## config.mk

```make
export PLATFORM = sky130hd
export DESIGN_NAME = unified_mem_arbiter_flat
export DESIGN_NICKNAME = d
export VERILOG_FILES = /design/src/rtl/unified_mem_arbiter_if.sv /design/src/rtl/unified_mem_arbiter.sv /design/src/flat_wrapper.sv
export SDC_FILE = /design/constraint.sdc
export NUM_CORES = 1
export LEC_CHECK = 0
export BUFFER_PORTS_ARGS = -buffer_cell sky130_fd_sc_hd__buf_2
export CAP_MARGIN = 20
export CORE_MARGIN = 8
export CORE_UTILIZATION = 40
export DETAILED_ROUTE_END_ITERATION = 6
export GPL_TIMING_DRIVEN = 0
export PLACE_DENSITY = 0.8
export RECOVER_POWER = 50
export REMOVE_ABC_BUFFERS = 1
export SLEW_MARGIN = 15
export SYNTH_ARGS = -nofsm -noshare
export SYNTH_HDL_FRONTEND = slang
export SYNTH_SLANG_ARGS = --single-unit
```

## constraint.sdc

```tcl
create_clock -name clk -period 1.8 [get_ports clk]
set_clock_uncertainty 0.05 [all_clocks]
set_input_delay 0.36 -clock clk [delete_from_list [all_inputs] [get_ports clk]]
set_output_delay 0.36 -clock clk [all_outputs]
set_load 0.05 [all_outputs]
```

## src/rtl/unified_mem_arbiter_if.sv

```systemverilog
// Core/memory bus of unified_mem_arbiter: IF and DM request channels plus the memory macro port.
// slave = arbiter side, master = core/memory side.
interface unified_mem_arbiter_if #(
  parameter int unsigned ADDR_W = 10
);
  logic              if_req;
  logic [31:0]       if_addr;
  logic              if_gnt;
  logic              if_rvalid;
  logic [31:0]       if_rdata;

  logic              dm_req;
  logic              dm_we;
  logic [3:0]        dm_be;
  logic [31:0]       dm_addr;
  logic [31:0]       dm_wdata;
  logic              dm_gnt;
  logic              dm_rvalid;
  logic [31:0]       dm_rdata;

  logic              mem_en;
  logic              mem_we;
  logic [3:0]        mem_be;
  logic [ADDR_W-1:0] mem_addr;
  logic [31:0]       mem_wdata;
  logic [31:0]       mem_rdata;

  logic              busy;

  modport slave (
    input  if_req, if_addr, dm_req, dm_we, dm_be, dm_addr, dm_wdata, mem_rdata,
    output if_gnt, if_rvalid, if_rdata, dm_gnt, dm_rvalid, dm_rdata,
           mem_en, mem_we, mem_be, mem_addr, mem_wdata, busy
  );

  modport master (
    output if_req, if_addr, dm_req, dm_we, dm_be, dm_addr, dm_wdata, mem_rdata,
    input  if_gnt, if_rvalid, if_rdata, dm_gnt, dm_rvalid, dm_rdata,
           mem_en, mem_we, mem_be, mem_addr, mem_wdata, busy
  );
endinterface

```

## src/rtl/unified_mem_arbiter.sv

```systemverilog
// Arbitrates one single-ported unified memory between fetch (IF) and load/store (DM).
// Optional ARB_STATS_EN adds saturating grant/conflict statistics outputs.
module unified_mem_arbiter #(
  parameter int unsigned ADDR_W          = 10,
  parameter int unsigned MEM_LAT         = 1,
  parameter int unsigned MAX_DATA_STREAK = 4
) (
  input  logic                 clk,
  input  logic                 rst_n,
  unified_mem_arbiter_if.slave bus
`ifdef ARB_STATS_EN
  ,
  output logic [31:0]          stat_if_cnt,
  output logic [31:0]          stat_dm_cnt,
  output logic [31:0]          stat_conflict_cnt
`endif
);
  localparam int unsigned LAT_W  = $clog2(MEM_LAT + 1);
  localparam int unsigned STRK_W = $clog2(MAX_DATA_STREAK + 1);

  typedef enum logic {IDLE, WAIT} state_t;

  state_t              state, state_nxt;
  logic [LAT_W-1:0]    lat_cnt;
  logic [STRK_W-1:0]   streak;
  logic                owner_dm;
  logic                owner_store;
  logic                grant_if;
  logic                grant_dm;
  logic                done;
  logic                streak_full;
  logic [ADDR_W-1:0]   if_word;
  logic [ADDR_W-1:0]   dm_word;

  assign if_word     = bus.if_addr[ADDR_W+1:2];
  assign dm_word     = bus.dm_addr[ADDR_W+1:2];
  assign streak_full = (streak == STRK_W'(MAX_DATA_STREAK));

  always_ff @(posedge clk or negedge rst_n) begin
    if (!rst_n) state <= IDLE;
    else        state <= state_nxt;
  end

  // Memory strobes are driven straight from the grant decision so the access starts in the grant cycle.
  always_comb begin
    state_nxt     = state;
    grant_if      = 1'b0;
    grant_dm      = 1'b0;
    done          = 1'b0;
    bus.mem_en    = 1'b0;
    bus.mem_we    = 1'b0;
    bus.mem_be    = '0;
    bus.mem_addr  = '0;
    bus.mem_wdata = '0;
    case (state)
      IDLE: begin
        if (bus.dm_req && !(bus.if_req && streak_full)) grant_dm = 1'b1;
        else if (bus.if_req)                            grant_if = 1'b1;
        if (grant_dm) begin
          bus.mem_en    = 1'b1;
          bus.mem_we    = bus.dm_we;
          bus.mem_be    = bus.dm_we ? bus.dm_be : 4'hF;
          bus.mem_addr  = dm_word;
          bus.mem_wdata = bus.dm_we ? bus.dm_wdata : '0;
          state_nxt     = WAIT;
        end else if (grant_if) begin
          bus.mem_en    = 1'b1;
          bus.mem_be    = 4'hF;
          bus.mem_addr  = if_word;
          state_nxt     = WAIT;
        end
      end
      WAIT: begin
        if (lat_cnt == LAT_W'(1)) begin
          done      = 1'b1;
          state_nxt = IDLE;
        end
      end
      default: state_nxt = IDLE;
    endcase
  end

  assign bus.if_gnt = grant_if;
  assign bus.dm_gnt = grant_dm;
  assign bus.busy   = (state == WAIT);

  always_ff @(posedge clk or negedge rst_n) begin
    if (!rst_n) begin
      lat_cnt       <= '0;
      streak        <= '0;
      owner_dm      <= 1'b0;
      owner_store   <= 1'b0;
      bus.if_rvalid <= 1'b0;
      bus.dm_rvalid <= 1'b0;
      bus.if_rdata  <= '0;
      bus.dm_rdata  <= '0;
    end else begin
      bus.if_rvalid <= done && !owner_dm;
      bus.dm_rvalid <= done && owner_dm;
      if (grant_if || grant_dm) begin
        lat_cnt     <= LAT_W'(MEM_LAT);
        owner_dm    <= grant_dm;
        owner_store <= grant_dm && bus.dm_we;
      end else if (state == WAIT) begin
        lat_cnt <= lat_cnt - 1'b1;
      end
      if (done) begin
        if (!owner_dm)         bus.if_rdata <= bus.mem_rdata;
        else if (!owner_store) bus.dm_rdata <= bus.mem_rdata;
      end
      // Streak only grows while a fetch is actually being held off.
      if (grant_if)      streak <= '0;
      else if (grant_dm) streak <= bus.if_req ? streak + 1'b1 : '0;
    end
  end

`ifdef ARB_STATS_EN
  always_ff @(posedge clk or negedge rst_n) begin
    if (!rst_n) begin
      stat_if_cnt       <= '0;
      stat_dm_cnt       <= '0;
      stat_conflict_cnt <= '0;
    end else begin
      if (grant_if && stat_if_cnt != '1) stat_if_cnt <= stat_if_cnt + 1'b1;
      if (grant_dm && stat_dm_cnt != '1) stat_dm_cnt <= stat_dm_cnt + 1'b1;
      if (state == IDLE && bus.if_req && bus.dm_req && stat_conflict_cnt != '1)
        stat_conflict_cnt <= stat_conflict_cnt + 1'b1;
    end
  end
`endif
endmodule

```

## src/flat_wrapper.sv

```systemverilog
// flat-port wrapper written by rule: the top's interface ports become plain ports
module unified_mem_arbiter_flat 
#(
  parameter int unsigned ADDR_W          = 10,
  parameter int unsigned MEM_LAT         = 1,
  parameter int unsigned MAX_DATA_STREAK = 4
)
  (clk, rst_n, bus_if_req, bus_if_addr, bus_dm_req, bus_dm_we, bus_dm_be, bus_dm_addr, bus_dm_wdata, bus_mem_rdata, bus_if_gnt, bus_if_rvalid, bus_if_rdata, bus_dm_gnt, bus_dm_rvalid, bus_dm_rdata, bus_mem_en, bus_mem_we, bus_mem_be, bus_mem_addr, bus_mem_wdata, bus_busy);
  unified_mem_arbiter_if #(.ADDR_W(ADDR_W)) bus_i ();
  input  logic clk;
  input  logic rst_n;
  input wire logic [$bits(bus_i.if_req)-1:0] bus_if_req;
  input wire logic [$bits(bus_i.if_addr)-1:0] bus_if_addr;
  input wire logic [$bits(bus_i.dm_req)-1:0] bus_dm_req;
  input wire logic [$bits(bus_i.dm_we)-1:0] bus_dm_we;
  input wire logic [$bits(bus_i.dm_be)-1:0] bus_dm_be;
  input wire logic [$bits(bus_i.dm_addr)-1:0] bus_dm_addr;
  input wire logic [$bits(bus_i.dm_wdata)-1:0] bus_dm_wdata;
  input wire logic [$bits(bus_i.mem_rdata)-1:0] bus_mem_rdata;
  output wire logic [$bits(bus_i.if_gnt)-1:0] bus_if_gnt;
  output wire logic [$bits(bus_i.if_rvalid)-1:0] bus_if_rvalid;
  output wire logic [$bits(bus_i.if_rdata)-1:0] bus_if_rdata;
  output wire logic [$bits(bus_i.dm_gnt)-1:0] bus_dm_gnt;
  output wire logic [$bits(bus_i.dm_rvalid)-1:0] bus_dm_rvalid;
  output wire logic [$bits(bus_i.dm_rdata)-1:0] bus_dm_rdata;
  output wire logic [$bits(bus_i.mem_en)-1:0] bus_mem_en;
  output wire logic [$bits(bus_i.mem_we)-1:0] bus_mem_we;
  output wire logic [$bits(bus_i.mem_be)-1:0] bus_mem_be;
  output wire logic [$bits(bus_i.mem_addr)-1:0] bus_mem_addr;
  output wire logic [$bits(bus_i.mem_wdata)-1:0] bus_mem_wdata;
  output wire logic [$bits(bus_i.busy)-1:0] bus_busy;
  assign bus_i.if_req = bus_if_req;
  assign bus_i.if_addr = bus_if_addr;
  assign bus_i.dm_req = bus_dm_req;
  assign bus_i.dm_we = bus_dm_we;
  assign bus_i.dm_be = bus_dm_be;
  assign bus_i.dm_addr = bus_dm_addr;
  assign bus_i.dm_wdata = bus_dm_wdata;
  assign bus_i.mem_rdata = bus_mem_rdata;
  assign bus_if_gnt = bus_i.if_gnt;
  assign bus_if_rvalid = bus_i.if_rvalid;
  assign bus_if_rdata = bus_i.if_rdata;
  assign bus_dm_gnt = bus_i.dm_gnt;
  assign bus_dm_rvalid = bus_i.dm_rvalid;
  assign bus_dm_rdata = bus_i.dm_rdata;
  assign bus_mem_en = bus_i.mem_en;
  assign bus_mem_we = bus_i.mem_we;
  assign bus_mem_be = bus_i.mem_be;
  assign bus_mem_addr = bus_i.mem_addr;
  assign bus_mem_wdata = bus_i.mem_wdata;
  assign bus_busy = bus_i.busy;
  unified_mem_arbiter #(.ADDR_W(ADDR_W), .MEM_LAT(MEM_LAT), .MAX_DATA_STREAK(MAX_DATA_STREAK)) u_core (.clk(clk), .rst_n(rst_n), .bus(bus_i));
endmodule
```

==> reports/results.txt <==
initial antenna violation count = 0
Final Hold Vio Count = 0
worst vdd ir = 1.059 mV
vias in the first global route = 3155
Max FO, Critical Path = 6
IO buf count = 209
Avg Vias per Cell = 5.039
top_reg_cell synth = dfrtp_1
Least-Margin Pin Slew = 0.4601 ns
Clk Latency, worst-skew pair = 0.33 ns
layout cells sized above 1 = 74.29%
worst endpoint required time = 1.39 ns
gr ovfl total = 0
GRT Max-Usage Layer = met2
most common cell after layout, fill and taps aside = buf_2
CP max stage delay = 0.39 ns
Power per Cell Area = 2214 nW/um^2
Cells after DPL = 533
final setup fails = 49
ANT nets after route = 0
max-cap violations = 0
total routed wirelength = 11810 um
die area = 11410 um^2
antenna fix cells = 0
Synth Instances = 228
DR iter-0 viols = 106
Hold Crit Class = primary input to register
CTS tree = built
Ports = 254
largest net degree at the start of global routing = 40
H-tree levels = 3
DR WL/cell = 20.95 um
fin nets = 593
Tcrit/Tclk final = 119.7%
FP Rows = 33
global-route wire length before repair = 17640 um
Pre-antenna DRT Iters = 4
Starting Density = 40.79%
gp weighted congestion = 0.8142
die height = 106.8 um
Max-slew headroom = 69.33%
CP Launch Type = register
RSZ-0062 raised after global routing = true
via count = 2842
#FFs+latches synth = 73
Reg clk slew, reported paths = 0.09 ns
CTS sink cnt = 73
crit path capture type = output port
CTS Buf Count = 9
synth warn = 0
setup ws final = -0.3545 ns
Syn-to-layout area delta = 59.86%
Detailed Place HPWL = 7866 um
CP Cell Sequence = inv_2 -> ha_4 -> nand3_4 -> and3_4 -> a22o_1 -> buf_6
clk root buf = clkbuf_8
pre-CTS setup slack = -0.5752 ns
P_leak = 2.715 nW
Fillers = 618
Mean Syn Cell Area = 14.48 um^2
Non-Filler Instances = 564
Synth cell types = 29
met3 usage = 5.399%
DRC errors left = 0
Die X = 106.8 um
Final Critical Period = 2.154 ns
Max Slew Vio Count = 0
Clock Tree Buf Depth = 2
Worst Setup Path Type = register to output port
Post-synth EDFFs = 0
register area share after synthesis = 55.34%
Post-Syn Area = 3301 um^2
core box area = 8093 um^2
arrival time worst endpoint = 1.74 ns
grt met1 use = 21.26%
gr usage total = 19.66%
commonest cells after routing, fill and taps aside = buf_2, dfrtp_1, mux2_2
status = finished, violations left
fmax = 464.2 MHz
violated checks = setup timing
post-synthesis async set-or-reset flop share = 100.0%
Crit-path slowest cell = dfrtp_1
grt met2 use = 35.35%
kinds of logic (layout without fill, tap and decap cells):
logic type | Yosys count | in the layout | synth area share [%]
adders and majority gates | 2 | 2 | 0.7580
buffers and inverters | 18 | 241 | 4.094
DFF | 73 | 73 | 55.34
xor gates and xnor gates | 1 | 1 | 0.2654
muxes | 65 | 65 | 25.59
AOI/OAI and AO/OA | 22 | 23 | 5.193
and+or+nand+nor | 47 | 54 | 8.757
critical path, delay by kind of cell (launching register included):
family	cells	cell delay (ns)
buffers and inverters	2	0.24
AOI/OAI and AO/OA	1	0.22
and+or+nand+nor	2	0.37
adders and majority gates	1	0.18
DFF	1	0.39
report_power, final:
part | switching, mW | internal [mW]
sequential | 0.474 | 2.49
combinational | 4.92 | 2.55
clock | 0.605 | 0.645
stage by stage:
step | setup TNS [ns] | total power [mW] | hold slack (ns) | cell area [um^2] | utilization (%)
global placement | -58.80 | 9.631 | 0.4028 | 4362 | 53.90
detailed placement | -22.95 | 9.819 | 0.2887 | 4431 | 54.75
finish | -14.59 | 11.68 | 0.2087 | 5276 | 65.20
global route | -17.87 | 12.17 | 0.1909 | 5276 | 65.20
floorplan | -66.01 | 8.150 | 0.01441 | 3184 | -
CTS | -13.19 | 11.65 | 0.1888 | 5239 | 64.73
Yosys cell counts (2+ instances only):
| master | n | area share, % |
|---|---|---|
| nand2_1 | 4 | 0.45 |
| mux2_2 | 35 | 12 |
| buf_12 | 3 | 1.8 |
| inv_1 | 5 | 0.57 |
| buf_2 | 6 | 0.91 |
| dfrtp_1 | 73 | 55 |
| a22o_1 | 11 | 2.9 |
| o21ai_0 | 2 | 0.30 |
| a21o_1 | 2 | 0.45 |
| nand3_1 | 2 | 0.30 |
| nor2_1 | 2 | 0.23 |
| and2_1 | 32 | 6.1 |
| clkbuf_1 | 2 | 0.23 |
| o21a_1 | 4 | 0.91 |
| ha_1 | 2 | 0.76 |
| mux2_4 | 30 | 14 |
final timing paths:
kind	startpoint	cells after the start	slack [ns]	to
hold reg to reg	u_core.bus.if_rdata[13]	1	0.45	u_core.bus.if_rdata[13]
hold / removal	bus_mem_rdata[24]	2	0.21	u_core.bus.dm_rdata[24]
setup reg to reg	u_core.bus.busy	4	0.15	u_core.bus.dm_rdata[30]
max in group asynchronous	rst_n	3	0.68	u_core.bus.if_rdata[6]
setup / recovery	u_core.streak[0]	6	-0.35	bus_mem_addr[1]
min in group asynchronous	rst_n	2	0.46	u_core.bus.dm_rdata[4]
state kept, by name (all words and copies together) (netlist names):
| register | count |
|---|---|
| u_core.streak | 3 |
| u_core.bus.dm_rdata | 32 |
| u_core.owner_dm | 1 |
| u_core.bus.if_rdata | 32 |
| u_core.lat_cnt | 1 |
| u_core.bus.dm_rvalid | 1 |
| u_core.owner_store | 1 |
| u_core.bus.if_rvalid | 1 |
| u_core.bus.busy | 1 |
area by class of cell:
type	instances	area (um^2)	share of cell area, %
sequential	73	1828	34.65
multi-input combinational	145	1550	29.38
timing repair buffer	220	1550	29.38
tap	105	131.4	2.490
clock buffer	10	127.6	2.419
clock inverter	6	67.56	1.281
inverter	5	21.27	0.4031
per-layer routing:
| layer | part of all wire, % | vias to the layer above |
|---|---|---|
| li1 | - | 1263 |
| met1 | 36 | 1399 |
| met2 | 53 | 157 |
| met3 | 8.2 | 23 |
| met4 | 2.8 | 0 |
| met5 | 0 | - |
timing repair:
item | in CTS | in global routing
gates resized for setup | 160 | 6
hold buffers | 1 | 0
endpoints found under the hold margin | 34 | 0
cloned | 8 | 0
setup buffers | 4 | 2
endpoints found under the setup margin | 66 | 50
pin swaps | 23 | 15
No activity file was read; power rests on OpenSTA's default activity.
